**src/rtl/seq_detect_pkg.sv**
```systemverilog
// Shared types and constants for the parametrised serial pattern detector.
package seq_detect_pkg;

  // Legal range of the pattern length
  localparam int unsigned PAT_W_MIN = 2;
  localparam int unsigned PAT_W_MAX = 16;

  // Detector FSM: no history, partial history, full window available
  typedef enum logic [1:0] {
    EMPTY   = 2'd0,
    FILLING = 2'd1,
    ARMED   = 2'd2
  } state_e;

endpackage : seq_detect_pkg

```
**src/rtl/sat_counter.sv**
```systemverilog
// Saturating up-counter with synchronous clear; clear wins over increment.
module sat_counter #(
  parameter int unsigned CNT_W = 8
) (
  input  logic             clock,
  input  logic             reset,
  input  logic             inc,
  input  logic             clr,
  output logic [CNT_W-1:0] count
);

  localparam logic [CNT_W-1:0] CNT_MAX = {CNT_W{1'b1}};

  // Count register: clear, else increment unless already at the ceiling
  always_ff @(posedge clock or negedge reset) begin
    if (!reset) begin
      count <= '0;
    end else if (clr) begin
      count <= '0;
    end else if (inc && (count != CNT_MAX)) begin
      count <= count + CNT_W'(1);
    end
  end

endmodule : sat_counter

```
**src/rtl/seq_detect_param.sv**
```systemverilog
// Parametrised serial pattern detector with loadable pattern, overlap mode
// and a saturating match counter.
module seq_detect_param
  import seq_detect_pkg::*;
#(
  parameter int unsigned      PAT_W   = 3,
  parameter logic [PAT_W-1:0] PAT_RST = PAT_W'(3'b101),
  parameter bit               OVERLAP = 1'b1,
  parameter int unsigned      CNT_W   = 8
) (
  input  logic             clock,
  input  logic             reset,
  input  logic             in_valid,
  input  logic             in,
  input  logic             pat_load,
  input  logic [PAT_W-1:0] pat_in,
  input  logic             count_clear,
  output logic             out,
  output logic [CNT_W-1:0] match_count,
  output logic             busy
);

  localparam int unsigned FILL_W = $clog2(PAT_W + 1);

  // Reject out-of-range pattern lengths at elaboration
  if ((PAT_W < PAT_W_MIN) || (PAT_W > PAT_W_MAX)) begin : g_bad_pat_w
    $error("seq_detect_param: PAT_W out of range");
  end

  state_e            state, state_d;
  logic [PAT_W-1:0]  hist, hist_d;
  logic [PAT_W-1:0]  pat, pat_d;
  logic [FILL_W-1:0] fill, fill_d;
  logic [FILL_W-1:0] fill_inc;
  logic [PAT_W-1:0]  shifted;
  logic              hit;

  assign shifted  = {hist[PAT_W-2:0], in};
  assign fill_inc = fill + FILL_W'(1);

  // FSM state register
  always_ff @(posedge clock or negedge reset) begin
    if (!reset) begin
      state <= EMPTY;
    end else begin
      state <= state_d;
    end
  end

  // Next-state, history update and match detection
  always_comb begin
    state_d = state;
    hist_d  = hist;
    fill_d  = fill;
    pat_d   = pat;
    hit     = 1'b0;

    if (pat_load) begin
      // New pattern invalidates any history; a same-cycle bit is dropped
      pat_d   = pat_in;
      hist_d  = '0;
      fill_d  = '0;
      state_d = EMPTY;
    end else if (in_valid) begin
      hist_d = shifted;
      unique case (state)
        EMPTY, FILLING: begin
          fill_d = fill_inc;
          if (fill_inc == FILL_W'(PAT_W)) begin
            // First full window is evaluated on the way into ARMED
            state_d = ARMED;
            hit     = (shifted == pat);
          end else begin
            state_d = FILLING;
          end
        end
        ARMED: begin
          hit = (shifted == pat);
        end
        default: begin
          state_d = EMPTY;
          hist_d  = '0;
          fill_d  = '0;
        end
      endcase

      // Non-overlapping mode restarts the search from scratch
      if (hit && !OVERLAP) begin
        hist_d  = '0;
        fill_d  = '0;
        state_d = EMPTY;
      end
    end
  end

  // Datapath registers and registered outputs
  always_ff @(posedge clock or negedge reset) begin
    if (!reset) begin
      hist <= '0;
      fill <= '0;
      pat  <= PAT_RST;
      out  <= 1'b0;
      busy <= 1'b0;
    end else begin
      hist <= hist_d;
      fill <= fill_d;
      pat  <= pat_d;
      out  <= hit;
      busy <= (state_d != EMPTY);
    end
  end

  // Match counter
  sat_counter #(
    .CNT_W (CNT_W)
  ) u_sat_counter (
    .clock (clock),
    .reset (reset),
    .inc   (hit),
    .clr   (count_clear),
    .count (match_count)
  );

endmodule : seq_detect_param

```
**config.mk**
```make
export PLATFORM = sky130hd
export DESIGN_NAME = seq_detect_param
export DESIGN_NICKNAME = d
export VERILOG_FILES = /design/src/rtl/seq_detect_pkg.sv /design/src/rtl/sat_counter.sv /design/src/rtl/seq_detect_param.sv
export SDC_FILE = /design/constraint.sdc
export NUM_CORES = 1
export LEC_CHECK = 0
export BUFFER_PORTS_ARGS = -buffer_cell sky130_fd_sc_hd__buf_2
export CAP_MARGIN = 0
export CORE_MARGIN = 3
export CORE_UTILIZATION = 50
export DETAILED_ROUTE_END_ITERATION = 6
export GPL_ROUTABILITY_DRIVEN = 1
export PLACE_DENSITY = 0.84
export SETUP_SLACK_MARGIN = 0.05
export SKIP_LAST_GASP = 1
export SYNTH_ARGS = -nofsm -noshare
export SYNTH_HDL_FRONTEND = slang
export SYNTH_SLANG_ARGS = --single-unit
```
**constraint.sdc**
```tcl
create_clock -name clock -period 3.2 [get_ports clock]
set_input_delay 0.32 -clock clock [delete_from_list [all_inputs] [get_ports clock]]
set_output_delay 0.32 -clock clock [all_outputs]
set_load 0.01 [all_outputs]
```
==> out/metrics.cfg, run 1 <==
[run_status]
status = finished, final reports clean

[setup_path]
r2r-start = fill[0]
startpoint_type = flop
required_ns = 3.42
arrival_ns = 2.38
rr_worst_depth = 7
rrSetupSlack_ns = 1.04
cp_max_fo = 7
critPathKind = flop to flop
r2r-end = u_sat_counter.count[7]
end_kind = flop

[power_and_ir_drop]
power.switching_w = 0.000103
p_clk_share_pct = 28.0
swShare_pct = 24.1
power_frac_comb_pct = 11.3
powerDensity_nw_per_um2 = 402
p_leak_nw = 0.481
p_int_w = 0.000323
total_power_w = 0.000426
ir_worst_vdd_mv = 0.234
pwr-share-seq_pct = 60.7

[timing]
slew_headroom_pct = 73.1
hold_slack_ns = 0.257
tns_ns = 0
rsz0062_at_grt = no
post-route-period-util_pct = 67.6
post-route-min-period_ns = 2.16
slew_viol_final = 0
fmax_ghz = 0.463
fin_ws_ns = 1.04
hold_viol_final = 0
fin_skew_ns = 0.00405
worst_pin_slew_ns = 0.404
setup_viol = 0

[cells_and_area]
diodes = 0
drive_above_1_share_pct = 27.6
design_area_um2 = 1060
nets = 117
syn_to_final_growth_pct = 14.9
fillCellCount = 138

[clock_network]
cts_buffers = 3
cts-root-buf = clkbuf_4
cts_resized = 0
cts.clk_slew.worst_paths_ns = 0.11
cts_tree = yes
cts_max_level = 1
numClockSinks = 19
clkLatencyLatePin_ns = 0.29
clock_path_buffers = 2

[yosys]
ys_top_cells_by_count = dfrtp_1 (17), nor2_1 (11), nand3_1 (7), xnor2_1 (7), a21oi_1 (6)
synth_area_per_cell_um2 = 10.7
synth_area_leaders = dfrtp_1 (46%), xnor2_1 (6.6%), dfstp_2 (5.7%)
ys_warn_count = 0
synth_area_um2 = 922
yosysMostFrequentCell = dfrtp_1
yosysTopAreaCell = dfrtp_1
synth_flop_cell = dfrtp_1
ys_seq_elements = 19
synth_top_area_share_pct = 46.1
synth-async-reset-ratio_pct = 100
syn_nets = 97
ys_types = 28
yosysSeqAreaShare_pct = 51.8
syn-instance-count = 86
synth_edf_count = 0

[die]
core.rowCount = 14
io-pin-count = 19
start_util_pct = 57.2
die_w_um = 48.9
core_um2 = 1610
die_y_um = 48.9
dieArea_um2 = 2400

[routing]
drt_iter0_drc = 16
vias_per_cell = 5.34
postRouteAntennaNets = 0
wl_per_cell_um = 12.7
dr_total_vias = 689
drt-total-wl_mm = 1.64
drt_first_pass_iters = 4
drcViolationCount = 0

[placed_design]
numPortBuffers = 18
placed_cell_area_um2 = 1020
gp_congestion = 0.819
preCtsSetupSlack_ns = 1.07
hpwl_mm = 1.23

[run]
drv_cap = 0

[global_route]
antenna_found_initial = 0
grt_pass1_vias = 647
grt_first_pass_wirelength_mm = 2.77
grt_usage_pct = 14.7
grt-ovfl-total = 0
grt_max_degree = 20

[hold_path]
hold_class = primary input to flop
min_from = pat_in[1]
hold_depth = 2
hold_path_end = pat[1]

final cells by class:
| type | instances | area [um2] | area share [%] |
|---|---|---|---|
| clock buffers | 4 | 26.3 | 2.48 |
| inverters | 2 | 7.51 | 0.708 |
| multi-input cells | 61 | 418 | 39.4 |
| flip-flops and latches | 19 | 478 | 45.1 |
| well taps | 24 | 30.0 | 2.83 |
| repair buffers | 19 | 100 | 9.45 |
repair_timing:
item | CTS | global route
hold endpoints to repair | 17 | 0
hold buffers | 1 | 0
setup buffers | 0 | 0
kinds of logic (layout without fill, tap and decap cells):
group / Yosys count / after routing / share of synthesized area, %
and+or+nand+nor: 36 / 36 / 22.9
adders and majority gates: 2 / 2 / 2.71
xor gates and xnor gates: 8 / 8 / 7.60
muxes: 5 / 5 / 5.83
AOI/OAI and AO/OA: 10 / 10 / 6.24
buffers and inverters: 6 / 25 / 2.85
DFF: 19 / 19 / 51.8
sequential cells by signal (all words and copies together), names as in the netlist:
name / cells
u_sat_counter.count: 8
pat: 3
fill: 2
hist: 2
state: 2
busy: 1
out: 1
metal layers:
| layer | share of wire [%] | track usage, % |
|---|---|---|
| met5 | 0 | 0 |
| met3 | 4.4 | 3.06 |
| met4 | 0.86 | 5.69 |
| met2 | 47 | 23.1 |
| met1 | 47 | 19.9 |
metrics by stage:
stage / utilization (%) / instances
floorplan: - / 86
global placement: 63.5 / 124
detailed placement: 63.5 / 124
CTS: 65.8 / 129
global route: 65.8 / 129
finish: 65.8 / 129
power by group through the flow:
stage	clock, W	sequential, W	combinational, W
floorplan	0	0.000263	0.0000313
global placement	0	0.000263	0.0000455
detailed placement	0	0.000263	0.0000477
CTS	0.000123	0.000259	0.0000489
global route	0.000137	0.000260	0.0000543
finish	0.000119	0.000259	0.0000479
worst max-delay path, stage by stage (launching register included):
cell and delay, ns:
dfrtp_1 0.39, inv_1 0.08, ha_1 0.17, nor2_2 0.05, nand4bb_4 0.26, or3_1 0.50
or4_1 0.49, a21oi_1 0.15
placed cells by master, fill, tap and decap left out:
master | Yosys | layout
buf_2 | 2 | 18
dfrtp_1 | 17 | 17
nor2_1 | 11 | 11
xnor2_1 | 7 | 7
nand3_1 | 7 | 7
a21oi_1 | 6 | 6
o31ai_1 | 3 | 3
mux2_2 | 3 | 3
nor4_1 | 3 | 3
clkbuf_4 | 0 | 3
inv_1 | 2 | 2
mux2i_1 | 2 | 2
nand2_1 | 2 | 2
nand2b_1 | 2 | 2
or4_1 | 2 | 2
and3_1 | 2 | 2
ha_1 | 2 | 2
dfstp_2 | 2 | 2
nor2_2 | 1 | 1
nand4bb_4 | 1 | 1
or2_2 | 1 | 1
nand4_1 | 1 | 1
or3_1 | 1 | 1
xor2_1 | 1 | 1
o21ai_0 | 1 | 1
nor3b_1 | 1 | 1
nor4b_1 | 1 | 1
clkbuf_1 | 0 | 1
dlygate4sd3_1 | 0 | 1
worst max path at each step:
stage                  from                     end  slack, ns  depth (start not counted)
floorplan           fill[0]  u_sat_counter.count[5]       1.16                          8
global placement    fill[0]  u_sat_counter.count[5]       1.14                          7
detailed placement  fill[0]  u_sat_counter.count[7]       1.07                          7
CTS                 fill[0]  u_sat_counter.count[7]       1.03                          7
global route        fill[0]  u_sat_counter.count[7]       0.93                          7
finish              fill[0]  u_sat_counter.count[7]       1.04                          7
(Power assumes the default switching activity.)
==> run 2: changes to the inputs <==
Clock period 3.2 ns to 2.1 ns, I/O delays scaled along.
==> out/metrics.cfg, run 2 (synthesis gave the netlist of run 1 again) <==
[run_status]
status = finished, final reports clean

[timing]
post-route-period-util_pct = 94.0  ; +26 points
fmax_ghz = 0.507  ; +9.5%
tns_ns = 0  ; unchanged
slew_viol_final = 0  ; unchanged
rsz0062_at_grt = no
slew_headroom_pct = 73.9  ; +0.85 points
worst_pin_slew_ns = 0.391  ; -0.0127 ns
fin_skew_ns = 0.00642  ; +0.00237 ns
post-route-min-period_ns = 1.97  ; -0.188 ns
hold_viol_final = 0  ; unchanged
setup_viol = 0  ; unchanged

[cells_and_area]
final_common_cell = buf_2
syn_to_final_growth_pct = 19.7
nets = 120  ; +2.6%
fillCellCount = 134  ; -2.9%
diodes = 0  ; unchanged
largest_reg_flops = 8  ; unchanged
top_regs = u_sat_counter.count: 8 flops, pat: 3 flops
layout_common_cells = buf_2 (18), dfrtp_1 (17), nor2_1 (11), xnor2_1 (7), nand3_1 (7)
drive_above_1_share_pct = 33.3  ; +5.7 points
regMostFlops = u_sat_counter.count

[power_and_ir_drop]
powerDensity_nw_per_um2 = 593  ; +48%
total_power_w = 0.000655  ; +54%
p_leak_nw = 0.495  ; +3.0%
ir_worst_vdd_mv = 0.360  ; +54%

[setup_path]
required_ns = 2.33  ; -1.09 ns
critPathKind = flop to flop
arrival_ns = 2.20  ; -0.18 ns
startpoint_type = flop
setup.worst_path.start = fill[0]
rr_worst_depth = 7  ; unchanged
r2r-end = u_sat_counter.count[5]
r2r-start = fill[0]
cp_max_fo = 5  ; -2
end_kind = flop
rrSetupSlack_ns = 0.13  ; -0.91 ns

[die]
io-pin-count = 19  ; unchanged
start_util_pct = 57.2  ; unchanged
core.rowCount = 14  ; unchanged
die_w_um = 48.9  ; unchanged
core_um2 = 1610  ; unchanged
dieArea_um2 = 2400  ; unchanged
die_y_um = 48.9  ; unchanged

[placed_design]
gp_congestion = 0.818  ; -0.18%
hpwl_mm = 1.22  ; -0.83%
numPortBuffers = 18  ; unchanged

[run]
drv_cap = 0  ; unchanged

[routing]
dr_total_vias = 707  ; +2.6%
highest_layer = met4
m1WireLength_um = 729  ; -5.8%
drt_first_pass_iters = 4  ; unchanged
drcViolationCount = 0  ; unchanged
drt_iter0_drc = 23  ; +7
vias_per_cell = 5.36  ; +0.28%
wl_met3_um = 93  ; +29%
wl_per_cell_um = 12.7  ; about the same
drt-total-wl_mm = 1.68  ; +2.4%
dr_wl_met2_um = 806  ; +4.0%
postRouteAntennaNets = 0  ; unchanged

[clock_network]
cts_tree = yes
clock_path_buffers = 2  ; unchanged
cts-root-buf = clkbuf_4
cts_max_level = 1  ; unchanged
cts_buffers = 3  ; unchanged
numClockSinks = 19  ; unchanged
cts.clk_slew.worst_paths_ns = 0.10  ; about the same
clkLatencyLatePin_ns = 0.29  ; about the same

[hold_path]
hold_depth = 2  ; unchanged
min_from = pat_in[2]
hold_class = primary input to flop
hold_path_end = pat[2]

[global_route]
grt_max_degree = 20  ; unchanged
antenna_found_initial = 0  ; unchanged
grt-ovfl-total = 0  ; unchanged
grt_pass1_vias = 641  ; -0.93%
grt_usage_pct = 15.1  ; +0.37 points
grt_first_pass_wirelength_mm = 2.77  ; unchanged

## run 2: power breakdown
part / internal (W) / switching, W / leakage (nW) / total (W)
clock network: 0.0000740 / 0.000106 / 0.0150 / 0.000180
logic: 0.0000396 / 0.0000403 / 0.229 / 0.0000799
registers: 0.000384 / 0.0000106 / 0.251 / 0.000395
total: 0.000498 / 0.000157 / 0.495 / 0.000655
## run 2: routing by layer
metal,GRT usage (%),vias up
li1,-,344
met1,19.8,330
met2,22.2,28
met3,3.36,5
met4,9.95,0
met5,0,-
## run 2: worst max-delay path by stage
stage	to	slack, ns	depth (start not counted)
final	u_sat_counter.count[5]	0.13	7
after global routing	u_sat_counter.count[5]	0.06	7
after CTS	u_sat_counter.count[5]	0.06	7
after detailed placement	u_sat_counter.count[5]	0.09	7
after global placement	u_sat_counter.count[5]	0.15	7
after floorplan	u_sat_counter.count[5]	0.06	8
## run 2: critical path, stage by stage, from the launching register on
cell and delay [ns]:
dfrtp_1 0.40, inv_2 0.08, ha_4 0.13, nor2_2 0.04
nand4bb_4 0.21, or3_4 0.40, or4_1 0.52, a21oi_1 0.13
## run 2: what timing repair did
action / 4_1_cts / 5_1_grt
setup buffers: 0 / 0
endpoints found under the hold margin: 17 / 0
resized for setup: 0 / 5
setup endpoints to repair: 0 / 2
hold buffers: 1 / 0
## run 2: area by class of cell
type                       count  area, um2  share of cell area, %
inverter                       2       7.51                  0.680
sequential                    19        478                   43.3
multi-input combinational     61        439                   39.8
clock buffer                   4       26.3                   2.38
timing repair buffer          22        123                   11.1
tap                           24       30.0                   2.72
## run 2: per-stage QoR
step	instance area [um2]	utilization, %	hold WS (ns)	cells	worst slack [ns]
finish	1100	68.5	0.148	132	0.126
global route	1100	68.5	0.130	132	0.0593
CTS	1080	67.2	0.135	132	0.0615
detailed placement	1050	64.9	0.161	127	0.0859
global placement	1050	64.9	0.160	127	0.148
floorplan	922	-	-0.0856	86	0.0595
==> run 3: changes to the inputs <==
Settings changed: ABC_AREA from default to 1, CORE_ASPECT_RATIO from default to 0.7, PLACE_DENSITY 0.84 to 0.82, REMOVE_ABC_BUFFERS from default to 1.
==> out/metrics.cfg, run 3 <==
[cells_and_area]
drive_above_1_share_pct = 33.3  ; unchanged
layout_common_cells = nand2_1 (27), buf_2 (18), dfrtp_1 (17), inv_1 (13), nand2_2 (12)
nets = 168  ; +40%
multi_input_area_um2 = 583  ; +33%
fillCellCount = 181  ; +35%
syn_to_final_growth_pct = 12.0
regMostFlops = u_sat_counter.count
final_common_cell = nand2_1
seqCellArea_um2 = 478  ; unchanged
diodes = 0  ; unchanged
top_regs = u_sat_counter.count: 8 flops, pat: 3 flops
largest_reg_flops = 8  ; unchanged

[hold_path]
hold_class = primary input to flop

[clock_network]
cts_buffers = 3  ; unchanged
clock_path_buffers = 2  ; unchanged
cts-root-buf = clkbuf_4
cts_max_level = 1  ; unchanged
cts_tree = yes
cts_setup_buffers = 0  ; unchanged
numClockSinks = 19  ; unchanged
cts.clk_slew.worst_paths_ns = 0.10  ; about the same
clkLatencyLatePin_ns = 0.31  ; +0.02 ns

[power_and_ir_drop]
power.switching_w = 0.000233  ; +48%
power_frac_comb_pct = 19.3  ; +7.1 points
ir_worst_vdd_mv = 0.385  ; +7.0%
p_clk_share_pct = 25.6  ; -1.9 points
p_int_w = 0.000519  ; +4.2%
powerDensity_nw_per_um2 = 578  ; -2.5%
p_leak_nw = 0.646  ; +30%
pwr-share-seq_pct = 55.1  ; -5.2 points
swShare_pct = 31.0  ; +7.0 points

[run]
drv_cap = 0  ; unchanged

[setup_path]
worst_path_largest_cell_delay_ns = 0.48  ; -0.04 ns
slowest_stage = dfrtp_1
required_ns = 2.31  ; -0.02 ns
startpoint_type = flop
cp_cell_sequence = ha_1 > nand2_2 > nor2_2 > nand3_2 > nand3_4 > nand2_8 > nand2_2 > nand2_1
arrival_ns = 1.74  ; -0.46 ns
critPathKind = flop to flop
end_kind = flop
crit_path_frequent_cell = nand2_2
cp_max_fo = 9  ; +4

[yosys]
yosysMostFrequentCell = nand2_1
synth_area_um2 = 1160  ; +26%
synth_top_area_share_pct = 36.6  ; -9.5 points
yosysSeqAreaShare_pct = 41.2  ; -11 points
synth-async-reset-ratio_pct = 100  ; unchanged
syn-instance-count = 135  ; +57%
ys_seq_elements = 19  ; unchanged
ys_warn_count = 0  ; unchanged
synth_flop_cell = dfrtp_1
synth_edf_count = 0  ; unchanged
synth_area_per_cell_um2 = 8.60  ; -20%
ys_top_cells_by_count = nand2_1 (27), dfrtp_1 (17), inv_1 (13)
yosysTopAreaCell = dfrtp_1
synth_area_leaders = dfrtp_1 (37%), nand2_1 (8.7%), nand2_2 (6.5%)
ys_types = 29  ; +3.6%

[die]
dieArea_um2 = 2950  ; +23%
core.rowCount = 13  ; -1
io-pin-count = 19  ; unchanged
core_um2 = 2020  ; +25%
die_w_um = 63.6  ; +30%
start_util_pct = 57.6  ; +0.35 points
die_y_um = 46.3  ; -5.4%

[global_route]
antenna_found_initial = 0  ; unchanged
grt-ovfl-total = 0  ; unchanged
grt_usage_pct = 19.8  ; +4.7 points
grt_pass1_vias = 996  ; +55%
grt_first_pass_wirelength_mm = 4.40  ; +59%
grt_max_degree = 20  ; unchanged

[placed_design]
gp_congestion = 0.849  ; +3.8%
hpwl_mm = 1.89  ; +55%
numPortBuffers = 18  ; unchanged

[routing]
drt_iter0_drc = 49  ; +110%
drcViolationCount = 0  ; unchanged
dr_total_vias = 986  ; +39%
drt_first_pass_iters = 5  ; +1
wl_per_cell_um = 13.4  ; +5.6%
vias_per_cell = 5.30  ; -1.0%
postRouteAntennaNets = 0  ; unchanged
drt-total-wl_mm = 2.50  ; +49%

[timing]
hold_slack_ns = 0.106  ; -0.0416 ns
rsz0062_at_grt = no
slew_viol_final = 0  ; unchanged
hold_viol_final = 0  ; unchanged
fin_skew_ns = 0.00281  ; -0.00362 ns
post-route-period-util_pct = 73.0  ; -21 points
setup_viol = 0  ; unchanged
fmax_ghz = 0.652  ; +29%
tns_ns = 0  ; unchanged
post-route-min-period_ns = 1.53  ; -0.441 ns
slew_headroom_pct = 71.3  ; -2.6 points
worst_pin_slew_ns = 0.431  ; +0.0395 ns

[run_status]
status = finished, final reports clean

[run 3: path summary, 6_finish.rpt]
check / slack [ns] / cells after the start / from / endpoint
setup / recovery: 0.57 / 8 / u_sat_counter.count[0] / u_sat_counter.count[0]
hold / removal: 0.11 / 3 / pat_in[1] / pat[1]
setup reg to reg: 0.57 / 8 / u_sat_counter.count[0] / u_sat_counter.count[0]
hold reg to reg: 0.50 / 2 / fill[1] / fill[1]
max in group asynchronous: 1.39 / 2 / reset / pat[0]
min in group asynchronous: 0.38 / 2 / reset / u_sat_counter.count[7]
[run 3: repair_timing]
item / in CTS / in global routing
endpoints found under the hold margin: 17 / 0
endpoints found under the setup margin: 0 / 0
resized for setup: 0 / 0
hold buffers: 1 / 0
[run 3: final cells by class]
cell class / instances / area share [%]
Timing Repair Buffer: 19 / 7.70
Inverter: 20 / 5.77
Sequential cell: 19 / 36.8
Multi-Input combinational cell: 94 / 44.9
Clock buffer: 4 / 2.02
Tap cell: 30 / 2.89
[run 3: power by group through the flow]
stage	sequential, W	clock, W	combinational, W
after CTS	0.000413	0.000198	0.000146
final	0.000414	0.000192	0.000145
after detailed placement	0.000421	0	0.000143
after floorplan	0.000422	0	0.0000904
after global routing	0.000418	0.000219	0.000162
after global placement	0.000419	0	0.000137
[run 3: layer usage]
metal	track usage, %	vias up	wire (um)	share of wire (%)
li1	-	474	-	-
met1	24.1	463	1100	44
met2	34.0	43	1180	47
met3	5.61	6	179	7.2
met4	8.15	0	27	1.1
met5	0	-	0	0
[run 3: worst max-delay path: cells and delay by family (launching register included)]
| kind | cells | cell delay [ns] |
|---|---|---|
| flip-flops | 1 | 0.48 |
| AND/OR/NAND/NOR | 7 | 0.70 |
| adder cells (fa/ha/maj) | 1 | 0.26 |
[run 3: logic make-up (layout without fill, tap and decap cells)]
kind of cell | after synthesis | count (layout) | synth area share, %
and+or+nand+nor | 79 | 79 | 40.5
buffers and inverters | 22 | 43 | 8.62
DFF | 19 | 19 | 41.2
AOI/OAI and AO/OA | 11 | 11 | 6.03
adders and majority gates | 2 | 2 | 2.15
xor gates and xnor gates | 2 | 2 | 1.51
[run 3: metrics by stage]
step	area, um2	utilization [%]	worst slack [ns]	power, W	cells
3_3_place_gp	1260	62.7	0.725	0.000555	181
4_1_cts	1300	64.5	0.592	0.000758	186
2_1_floorplan	1140	-	0.716	0.000513	133
5_1_grt	1300	64.5	0.477	0.000798	186
3_5_place_dp	1260	62.7	0.606	0.000564	181
6_report	1300	64.5	0.567	0.000752	186
